[src/rtl/hazard_ctrl_pkg.sv]
// Shared types and helpers for the pipeline hazard controller.
// Holds the FSM state encoding, the EX operand-source select encoding,
// counter widths and small compare/increment helpers.
package hazard_ctrl_pkg;

  typedef enum logic [1:0] {
    ST_RUN      = 2'd0,
    ST_MEM_WAIT = 2'd1,
    ST_ERROR    = 2'd2
  } state_e;

  typedef enum logic [1:0] {
    FWD_RF    = 2'b00,
    FWD_EXMEM = 2'b01,
    FWD_MEMWB = 2'b10
  } fwd_sel_e;

  localparam int unsigned STALL_CNT_W = 32;
  localparam int unsigned WAIT_CNT_W  = 16;
  localparam int unsigned REG_IDX_W   = 5;

  // Saturating increment: holds at all-ones instead of wrapping.
  function automatic logic [STALL_CNT_W-1:0] sat_inc(input logic [STALL_CNT_W-1:0] v);
    logic [STALL_CNT_W-1:0] r;
    if (v == {STALL_CNT_W{1'b1}}) begin
      r = v;
    end else begin
      r = v + {{(STALL_CNT_W-1){1'b0}}, 1'b1};
    end
    return r;
  endfunction

  // A source/destination pair hazards only when the source is really read,
  // the destination is really written, and the index is not x0.
  function automatic logic idx_hit(input logic                 src_used,
                                   input logic [REG_IDX_W-1:0] src,
                                   input logic                 dst_written,
                                   input logic [REG_IDX_W-1:0] dst);
    return src_used && dst_written && (src != 5'd0) && (src == dst);
  endfunction

endpackage

[src/rtl/hazard_fwd_unit.sv]
// Pure combinational EX-operand forwarding select.
// EX/MEM result has priority over MEM/WB; x0 is never forwarded.
module hazard_fwd_unit
  import hazard_ctrl_pkg::*;
(
  input  logic [4:0] id_ex_rs1,
  input  logic [4:0] id_ex_rs2,
  input  logic [4:0] ex_mem_rd,
  input  logic       ex_mem_reg_write,
  input  logic [4:0] mem_wb_rd,
  input  logic       mem_wb_reg_write,
  output logic [1:0] fwd_a,
  output logic [1:0] fwd_b
);

  function automatic fwd_sel_e pick(input logic [4:0] src);
    fwd_sel_e r;
    if (idx_hit(1'b1, src, ex_mem_reg_write, ex_mem_rd)) begin
      r = FWD_EXMEM;
    end else if (idx_hit(1'b1, src, mem_wb_reg_write, mem_wb_rd)) begin
      r = FWD_MEMWB;
    end else begin
      r = FWD_RF;
    end
    return r;
  endfunction

  // Select operand sources for both EX inputs.
  always_comb begin
    fwd_a = pick(id_ex_rs1);
    fwd_b = pick(id_ex_rs2);
  end

endmodule

[src/rtl/hazard_ctrl.sv]
// Pipeline hazard controller: load-use / RAW stalls, redirect flushes,
// data-memory wait with timeout, forwarding select and a stall counter.
// Optional macro HAZARD_CTRL_FWD_EN enables operand forwarding; without it
// RAW hazards on EX/MEM-stage producers are resolved by stalling.
module hazard_ctrl
  import hazard_ctrl_pkg::*;
#(
  parameter int unsigned MAX_MEM_WAIT = 255
) (
  input  logic        clk,
  input  logic        rst,
  input  logic [4:0]  if_id_rs1,
  input  logic [4:0]  if_id_rs2,
  input  logic        if_id_use_rs1,
  input  logic        if_id_use_rs2,
  input  logic [4:0]  id_ex_rs1,
  input  logic [4:0]  id_ex_rs2,
  input  logic [4:0]  id_ex_rd,
  input  logic        id_ex_mem_read,
  input  logic        id_ex_reg_write,
  input  logic [4:0]  ex_mem_rd,
  input  logic        ex_mem_reg_write,
  input  logic [4:0]  mem_wb_rd,
  input  logic        mem_wb_reg_write,
  input  logic        ex_redirect,
  input  logic        dmem_req,
  input  logic        dmem_ready,
  output logic        pc_stall,
  output logic        if_id_stall,
  output logic        id_ex_stall,
  output logic        ex_mem_stall,
  output logic        if_id_flush,
  output logic        id_ex_flush,
  output logic [1:0]  fwd_a,
  output logic [1:0]  fwd_b,
  output logic        mem_err,
  output logic [31:0] stall_cycles
);

  // Last counter value before the wait is declared timed out.
  localparam logic [WAIT_CNT_W-1:0] WAIT_LAST = WAIT_CNT_W'(MAX_MEM_WAIT - 1);

  state_e                  state_q, state_d;
  logic [WAIT_CNT_W-1:0]   wait_cnt_q, wait_cnt_d;
  logic [STALL_CNT_W-1:0]  stall_cnt_q, stall_cnt_d;

  logic       bubble_s;
  logic       hold_all_s;
  logic       eval_hz_s;
  logic [1:0] fwd_a_s, fwd_b_s;

`ifdef HAZARD_CTRL_FWD_EN
  hazard_fwd_unit u_fwd (
    .id_ex_rs1        (id_ex_rs1),
    .id_ex_rs2        (id_ex_rs2),
    .ex_mem_rd        (ex_mem_rd),
    .ex_mem_reg_write (ex_mem_reg_write),
    .mem_wb_rd        (mem_wb_rd),
    .mem_wb_reg_write (mem_wb_reg_write),
    .fwd_a            (fwd_a_s),
    .fwd_b            (fwd_b_s)
  );
`else
  // Without forwarding these inputs carry no information for this block.
  logic unused_fwd_inputs_s;
  assign unused_fwd_inputs_s = ^{id_ex_rs1, id_ex_rs2, mem_wb_rd, mem_wb_reg_write};
  assign fwd_a_s = FWD_RF;
  assign fwd_b_s = FWD_RF;
`endif

  // Detect an ID-stage source that must wait one more cycle for its producer.
  always_comb begin
    bubble_s = idx_hit(if_id_use_rs1, if_id_rs1, id_ex_mem_read, id_ex_rd) ||
               idx_hit(if_id_use_rs2, if_id_rs2, id_ex_mem_read, id_ex_rd);
`ifndef HAZARD_CTRL_FWD_EN
    // MEM/WB producers are covered by regfile write-through.
    bubble_s = bubble_s ||
               idx_hit(if_id_use_rs1, if_id_rs1, id_ex_reg_write,  id_ex_rd)  ||
               idx_hit(if_id_use_rs2, if_id_rs2, id_ex_reg_write,  id_ex_rd)  ||
               idx_hit(if_id_use_rs1, if_id_rs1, ex_mem_reg_write, ex_mem_rd) ||
               idx_hit(if_id_use_rs2, if_id_rs2, ex_mem_reg_write, ex_mem_rd);
`endif
  end

  // Decide whether the whole pipe is frozen or normal hazard rules apply.
  always_comb begin
    hold_all_s = 1'b0;
    eval_hz_s  = 1'b0;
    case (state_q)
      ST_RUN: begin
        if (dmem_req && !dmem_ready) begin
          hold_all_s = 1'b1;
        end else begin
          eval_hz_s = 1'b1;
        end
      end
      ST_MEM_WAIT: begin
        if (!dmem_ready) begin
          hold_all_s = 1'b1;
        end else begin
          eval_hz_s = 1'b1;
        end
      end
      ST_ERROR: hold_all_s = 1'b1;
      default:  hold_all_s = 1'b1;
    endcase
  end

  // Drive stall/flush/forward outputs; reset overrides everything combinationally.
  always_comb begin
    pc_stall     = 1'b0;
    if_id_stall  = 1'b0;
    id_ex_stall  = 1'b0;
    ex_mem_stall = 1'b0;
    if_id_flush  = 1'b0;
    id_ex_flush  = 1'b0;
    fwd_a        = FWD_RF;
    fwd_b        = FWD_RF;
    mem_err      = 1'b0;
    if (rst) begin
      if_id_flush = 1'b1;
      id_ex_flush = 1'b1;
    end else begin
      fwd_a   = fwd_a_s;
      fwd_b   = fwd_b_s;
      mem_err = (state_q == ST_ERROR);
      if (hold_all_s) begin
        pc_stall     = 1'b1;
        if_id_stall  = 1'b1;
        id_ex_stall  = 1'b1;
        ex_mem_stall = 1'b1;
      end else if (eval_hz_s && ex_redirect) begin
        if_id_flush = 1'b1;
        id_ex_flush = 1'b1;
      end else if (eval_hz_s && bubble_s) begin
        pc_stall    = 1'b1;
        if_id_stall = 1'b1;
        id_ex_flush = 1'b1;
      end else begin
        pc_stall = 1'b0;
      end
    end
  end

  // Next-state, wait-timeout and stall-count computation.
  always_comb begin
    state_d    = state_q;
    wait_cnt_d = wait_cnt_q;
    case (state_q)
      ST_RUN: begin
        if (dmem_req && !dmem_ready) begin
          state_d    = ST_MEM_WAIT;
          wait_cnt_d = {WAIT_CNT_W{1'b0}};
        end else begin
          state_d = ST_RUN;
        end
      end
      ST_MEM_WAIT: begin
        if (dmem_ready) begin
          state_d = ST_RUN;
        end else if (wait_cnt_q == WAIT_LAST) begin
          state_d = ST_ERROR;
        end else begin
          wait_cnt_d = wait_cnt_q + 16'd1;
        end
      end
      ST_ERROR: state_d = ST_ERROR;
      default:  state_d = ST_ERROR;
    endcase
    if (pc_stall) begin
      stall_cnt_d = sat_inc(stall_cnt_q);
    end else begin
      stall_cnt_d = stall_cnt_q;
    end
  end

  // Controller state and counters; reset abandons any pending wait.
  always_ff @(posedge clk) begin
    if (rst) begin
      state_q     <= ST_RUN;
      wait_cnt_q  <= {WAIT_CNT_W{1'b0}};
      stall_cnt_q <= {STALL_CNT_W{1'b0}};
    end else begin
      state_q     <= state_d;
      wait_cnt_q  <= wait_cnt_d;
      stall_cnt_q <= stall_cnt_d;
    end
  end

  assign stall_cycles = stall_cnt_q;

endmodule

[config.mk]
export PLATFORM = sky130hd
export DESIGN_NAME = hazard_ctrl
export DESIGN_NICKNAME = d
export VERILOG_FILES = /design/src/rtl/hazard_ctrl_pkg.sv /design/src/rtl/hazard_fwd_unit.sv /design/src/rtl/hazard_ctrl.sv
export SDC_FILE = /design/constraint.sdc
export NUM_CORES = 1
export LEC_CHECK = 0
export CORE_UTILIZATION = 40
export CTS_BUF_LIST = sky130_fd_sc_hd__clkbuf_8
export DETAILED_ROUTE_END_ITERATION = 8
export PLACE_DENSITY = 0.67
export SYNTH_ARGS = -nofsm -noshare
export SYNTH_HDL_FRONTEND = slang
export SYNTH_SLANG_ARGS = --single-unit
[constraint.sdc]
create_clock -name clk -period 2.93 [get_ports clk]
set_input_delay 0.293 -clock clk [delete_from_list [all_inputs] [get_ports clk]]
set_output_delay 0.293 -clock clk [all_outputs]
set_load 0.03 [all_outputs]
==> metrics.yaml, run 1 <==
cells_and_area:
  fillers: 660
  layout-drive-gt1-share: 0.0634
  register_area_sq_um: 1000
  nets: 458
  num_antenna_cells: 0
  multiInputGateArea_sq_um: 1700
  finalInstanceArea_sq_um: 3720
  area_growth_pct: 29.6
synthesis:
  ys_seq_area_frac: 0.348
  syn_avg_cell_area_sq_um: 8.30
  synth_top_family_by_area: "simple AND/OR/NAND/NOR gates"
  synth_flop_cell: "dfxtp_1"
  synth_mux_area_frac: 0.00392
  ys_warn_count: 0
  ys_seq_elements: 50
  syn_area_sq_um: 2870
  synth_simple_gate_area_frac: 0.271
  synth_top_area_cell: "dfxtp_1"
  synth-xor-area-share: 0.0854
  synth_edf_count: 0
  synth_top_area_frac: 0.348
  ys_async_sr_fraction: 0
  synth.distinct_cells: 44
  synth_compound_area_frac: 0.209
  synth_cells: 346
  synthAdderAreaFrac: 0.0131
  synth_area_leaders: "dfxtp_1 (35%), xor2_1 (5.8%), a21oi_1 (5.1%)"
cts:
  clk_latency_ns: 0.31
  cts.clk_slew.worst_paths_ns: 0.10
  cts-root-buf: "clkbuf_8"
  hold_buffers: 0
  clock-sinks: 50
  cts_max_level: 2
  clockBufferDepth: 2
  cts_tree: "yes"
  cts_buffers: 5
power:
  p_sw_mw: 0.334
  vdd_drop_max_mv: 0.162
  power.leakage_nw: 1.18
  power.density_nw_per_um2: 350
  clockPowerShare: 0.352
  p_int_mw: 0.969
  power_mw: 1.30
  seq_power_share: 0.525
  sw_frac_of_total: 0.256
  combPwrFrac: 0.123
sta:
  fin_crit_sh: 0.846
  skew_ns: 0.00966
  slew_viol_final: 0
  post-route-min-period_ns: 2.48
  finalSetupViolations: 0
  rsz0062_at_grt: "false"
  timing.slew.headroom: 0.493
  setup_slack_ns: 0.452
  fin_tns_setup_ns: 0
  fmax_mhz: 404
  finalHoldViolCount: 0
  whs_ns: 0.492
  worst_slew_pin_slew_ns: 0.760
global_route:
  grt_start_max_net_pins: 36
  grt_pass1_wl_microns: 11300
  antenna_found_initial: 0
  grt_overflow: 0
  grt_pass1_vias: 2482
  grt_util_all_layers: 0.189
route:
  wl_per_cell_microns: 13.5
  initialDrtViolationCount: 110
  vias_per_cell: 5.51
  drc: 0
  num_vias: 2787
  drtPass1Iterations: 4
  drt_wl_total_microns: 6830
  ant_nets: 0
floorplanning:
  fp-row-count: 30
  die_area_sq_um: 7520
  floorplan.initialDensity: 0.418
  fp.dieW_microns: 86.7
  top_level_ports: 89
  core_area_sq_um: 6870
  die_y_microns: 86.7
place:
  pre_cts_ws_ns: 0.0557
  gp_congestion: 0.863
  place_area_sq_um: 3610
  dpl.hpwl_microns: 4860
  io_buffers: 68
critical_path:
  timing.critical_path.buf_inv: 3
  cp_data_arrival_time_ns: 2.18
  worstSetupPathType: "in2out"
  crit_chain: "clkdlybuf4s50_1 > xor2_1 > nor4_1 > a32oi_1 > o221a_2 > inv_1 > dlymetal6s2s_1"
  cp-start-kind: "input port"
  critPathRequiredTime_ns: 2.64
  max_stage_delay_ns: 0.47
  cp_slowest_cell: "clkdlybuf4s50_1"
  critical_path.endpoint_type: "primary output"
  crit_family: "buffers and inverters"
  crit_fanout: 3
run:
  drv_cap: 0
hold_path:
  min_path_type: "reg2reg"
outcome:
  outcome: "completed"
cell usage after synthesis, types with 2 or more instances:
library cell and count:
o31ai_1 18, inv_1 12, o211ai_1 2, or3_1 14, nor3b_1 3, o31a_1 6, and3_1 6, nand2_1 16
buf_2 8, nand4_1 8, a32oi_1 2, nor2_1 22, o2111ai_1 3, buf_4 6, o21a_1 6, xor2_1 19
o21ai_1 4, buf_6 3, dfxtp_1 50, and4_1 5, ha_1 3, o41ai_1 4, or4_1 19, clkbuf_1 8
o311ai_0 4, nand3_1 15, xnor2_1 9, a21oi_1 29, o21ai_0 11, nor3_1 7, nor4_1 11
power by group through the flow:
stage / combinational, mW / clock [mW] / sequential [mW]
global placement: 0.159 / 0 / 0.700
finish: 0.160 / 0.459 / 0.684
global route: 0.173 / 0.497 / 0.685
floorplan: 0.0883 / 0 / 0.702
CTS: 0.161 / 0.473 / 0.684
detailed placement: 0.161 / 0 / 0.700
final timing paths:
path                                start                            end  slack, ns  cells past startpoint
max                          if_id_rs2[4]                       pc_stall       0.45                      7
min            wait_cnt_q[5]$_SDFFE_PP0P_     wait_cnt_q[5]$_SDFFE_PP0P_       0.49                      2
max reg2reg  stall_cycles[3]$_SDFFE_PP0P_  stall_cycles[28]$_SDFFE_PP0P_       0.74                      6
min reg2reg    wait_cnt_q[5]$_SDFFE_PP0P_     wait_cnt_q[5]$_SDFFE_PP0P_       0.49                      2
per-stage QoR:
step	utilization	instances
final	0.542	506
after global routing	0.542	506
after CTS	0.541	506
after detailed placement	0.526	498
after global placement	0.526	498
after floorplan	-	349
cell usage in the layout (no fill, tap or decap), types with 4 or more instances in the layout:
cell	n
nand3_1	15
xnor2_1	9
o31a_1	6
nor3_1	7
nand2_1	16
dfxtp_1	50
and4_1	5
or3_1	14
a21oi_1	29
inv_1	12
or4_1	19
nor2_1	22
o21ai_1	4
nor4_1	11
nand4_1	8
o21ai_0	11
clkbuf_8	7
xor2_1	19
o31ai_1	18
buf_4	12
and3_1	6
o21a_1	6
clkdlybuf4s50_1	64
o311ai_0	4
conb_1	4
layout make-up:
cell class                 count  share of cell area
multi-input combinational    262               0.456
sequential                    50               0.269
timing repair buffer          78               0.203
tap                           96              0.0323
clock buffer                   7              0.0259
inverter                      12              0.0121
clock inverter                 1             0.00235
tightest hold or removal path: stages (launching register included):
cell	delay, ns
dfxtp_1	0.33
o21ai_0	0.07
a21oi_1	0.06
registers in the layout (all words and copies together) (netlist names):
signal / count
state_q: 2
wait_cnt_q: 16
stall_cycles: 32
layer usage:
layer	routed length, microns	up-vias	track usage
met5	0	-	0
met4	65	0	0.0576
met3	294	6	0.0429
met2	3180	56	0.306
met1	3290	1294	0.251
li1	-	1431	-
cell families (layout without fill, tap and decap cells):
kind of cell / count (synthesis) / count (layout)
AND/OR/NAND/NOR: 135 / 135
AO/OA/AOI/OAI: 91 / 91
flip-flops: 50 / 50
buffers and inverters: 37 / 98
XOR/XNOR: 28 / 28
adder cells (fa/ha/maj): 3 / 3
other: 1 / 4
multiplexers: 1 / 1
timing repair:
item                                    4_1_cts  5_1_grt
endpoints found under the setup margin        0        2
resized for setup                             0        2
setup buffers                                 0        0
endpoints found under the hold margin         0        0
No activity file was read; power rests on OpenSTA's default activity.
==> inputs of run 2 (changes only) <==
Clock period 2.93 ns to 2.6 ns, I/O delays scaled along.
==> metrics.yaml, run 2 (synthesized netlist as in run 1, its figures left out) <==
sta:
  fmax_mhz: 401
  slew_viol_final: 0  # unchanged
  finalHoldViolCount: 0  # unchanged
  post-route-min-period_ns: 2.49
  skew_ns: 0.00934  # was 0.00966 ns
  timing.slew.headroom: 0.574  # was 0.493
  rsz0062_at_grt: "false"  # unchanged
  finalSetupViolations: 0  # unchanged
  worst_slew_pin_slew_ns: 0.637  # was 0.760 ns
  fin_crit_sh: 0.959
cts:
  cts_max_level: 2  # unchanged
  cts-root-buf: "clkbuf_8"  # unchanged
  post_cts_buffers: 0  # unchanged
  cts_tree: "yes"  # unchanged
  cts_buffers: 5  # unchanged
  clk_latency_ns: 0.31  # about the same
  cts.clk_slew.worst_paths_ns: 0.09  # was 0.10 ns
  clock-sinks: 50  # unchanged
  clockBufferDepth: 2  # unchanged
place:
  dpl.hpwl_microns: 4850  # was 4860 microns
  dpl.cell_count: 501  # was 498
  gp_congestion: 0.839  # was 0.863
  io_buffers: 68  # unchanged
  place_area_sq_um: 3650  # was 3610 sq um
critical_path:
  cp-start-kind: "input port"  # unchanged
  critPathRequiredTime_ns: 2.34  # was 2.64 ns
  cp_data_arrival_time_ns: 2.23  # was 2.18 ns
  critical_path.endpoint_type: "primary output"  # unchanged
  crit_fanout: 19  # was 3
  worstSetupPathType: "in2out"  # unchanged
floorplanning:
  fp-row-count: 30  # unchanged
  top_level_ports: 89  # unchanged
  core_area_sq_um: 6870  # unchanged
  die_area_sq_um: 7520  # unchanged
  floorplan.initialDensity: 0.418  # unchanged
  die_y_microns: 86.7  # unchanged
  fp.dieW_microns: 86.7  # unchanged
cells_and_area:
  fin_cells: 510  # was 506
  nets: 462  # was 458
  num_antenna_cells: 0  # unchanged
  area_growth_pct: 32.7  # was 29.6%
  largest_register_ffs: 32  # unchanged
  finalInstanceArea_sq_um: 3810  # was 3720 sq um
  final_common_cell: "clkdlybuf4s50_1"  # unchanged
  mostFrequentLayoutCells: "clkdlybuf4s50_1 (63), dfxtp_1 (50), a21oi_1 (29), nor2_1 (22), xor2_1 (19)"  # was clkdlybuf4s50_1 (64), dfxtp_1 (50), a21oi_1 (29), nor2_1 (22)
  layout-drive-gt1-share: 0.0894  # was 0.0634
route:
  drt_wl_total_microns: 7060  # was 6830 microns
  ant_nets: 0  # unchanged
  num_vias: 2841  # was 2787
  drtPass1Iterations: 4  # unchanged
  wl_per_cell_microns: 13.8  # was 13.5 microns
  initialDrtViolationCount: 123  # was 110
  drc: 0  # unchanged
  vias_per_cell: 5.57  # was 5.51
global_route:
  grt_util_all_layers: 0.192  # was 0.189
  grt_pass1_wl_microns: 11600  # was 11300 microns
  grt_overflow: 0  # unchanged
  grt_start_max_net_pins: 28  # was 36
  antenna_found_initial: 0  # unchanged
  grt_pass1_vias: 2558  # was 2482
outcome:
  outcome: "completed"  # unchanged
run:
  drv_cap: 0  # unchanged
power:
  power.leakage_nw: 1.21  # was 1.18 nW
  power_mw: 1.46  # was 1.30 mW
  vdd_drop_max_mv: 0.203  # was 0.162 mV
  power.density_nw_per_um2: 383  # was 350 nW/um^2
hold_path:
  min_path_type: "reg2reg"  # unchanged
[run 2: changes by cell type in the layout (fill, tap and decap cells not counted), sizes merged]
| cell | before | now |
|---|---|---|
| clkdlybuf4s50 | 64 | 63 |
| clkbuf | 7 | 6 |
| buf | 12 | 18 |
| clkinvlp | 0 | 1 |
| dlymetal6s2s | 2 | 0 |
| bufbuf | 0 | 1 |
[run 2: critical path: stages]
cell and delay [ns]:
clkdlybuf4s50_1 0.47, or4_4 0.57, o21ai_2 0.14, or3_1 0.13, o221a_4 0.24, buf_12 0.15
inv_1 0.09, buf_4 0.17
[run 2: layout make-up]
cell class | count | area (sq um)
tap | 96 | 120
inverter | 12 | 45.0
timing repair buffer | 82 | 823
clock inverter | 2 | 12.5
multi-input combinational | 262 | 1730
clock buffer | 6 | 82.6
fill | 614 | 3060
sequential | 50 | 1000
[run 2: path summary, 6_finish.rpt]
path                           startpoint                       endpoint  slack, ns  cells past startpoint
min            wait_cnt_q[5]$_SDFFE_PP0P_     wait_cnt_q[5]$_SDFFE_PP0P_       0.49                      2
max                          if_id_rs2[0]                       pc_stall       0.11                      8
max reg2reg  stall_cycles[3]$_SDFFE_PP0P_  stall_cycles[26]$_SDFFE_PP0P_       0.41                      6
min reg2reg    wait_cnt_q[5]$_SDFFE_PP0P_     wait_cnt_q[5]$_SDFFE_PP0P_       0.49                      2
[run 2: metal layers]
metal	GRT usage	wire, microns
met2	0.322	3350
met3	0.0419	357
met4	0.0636	74
met1	0.245	3280
met5	0	0
[run 2: power breakdown]
| group | total [mW] | switching (mW) | internal (mW) |
|---|---|---|---|
| Sequential | 0.771 | 0.00329 | 0.768 |
| Combinational | 0.202 | 0.107 | 0.0949 |
| Clock | 0.486 | 0.271 | 0.215 |
| Total | 1.46 | 0.381 | 1.08 |
[run 2: repair_timing]
item,4_1_cts,5_1_grt
cloned,1,0
endpoints found under the hold margin,0,0
hold buffers,0,0
endpoints found under the setup margin,2,2
pin swaps,0,1
resized for setup,1,4
[run 2: metrics by stage]
stage / hold WS, ns / setup slack, ns / setup TNS (ns) / util
6_report: 0.491 / 0.106 / 0 / 0.555
5_1_grt: 0.513 / 0.000351 / 0 / 0.555
4_1_cts: 0.493 / 0.0420 / 0 / 0.552
3_5_place_dp: 0.480 / -0.0598 / -0.587 / 0.532
3_3_place_gp: 0.467 / -0.0330 / -0.194 / 0.532
2_1_floorplan: 0.450 / 0.249 / 0 / -
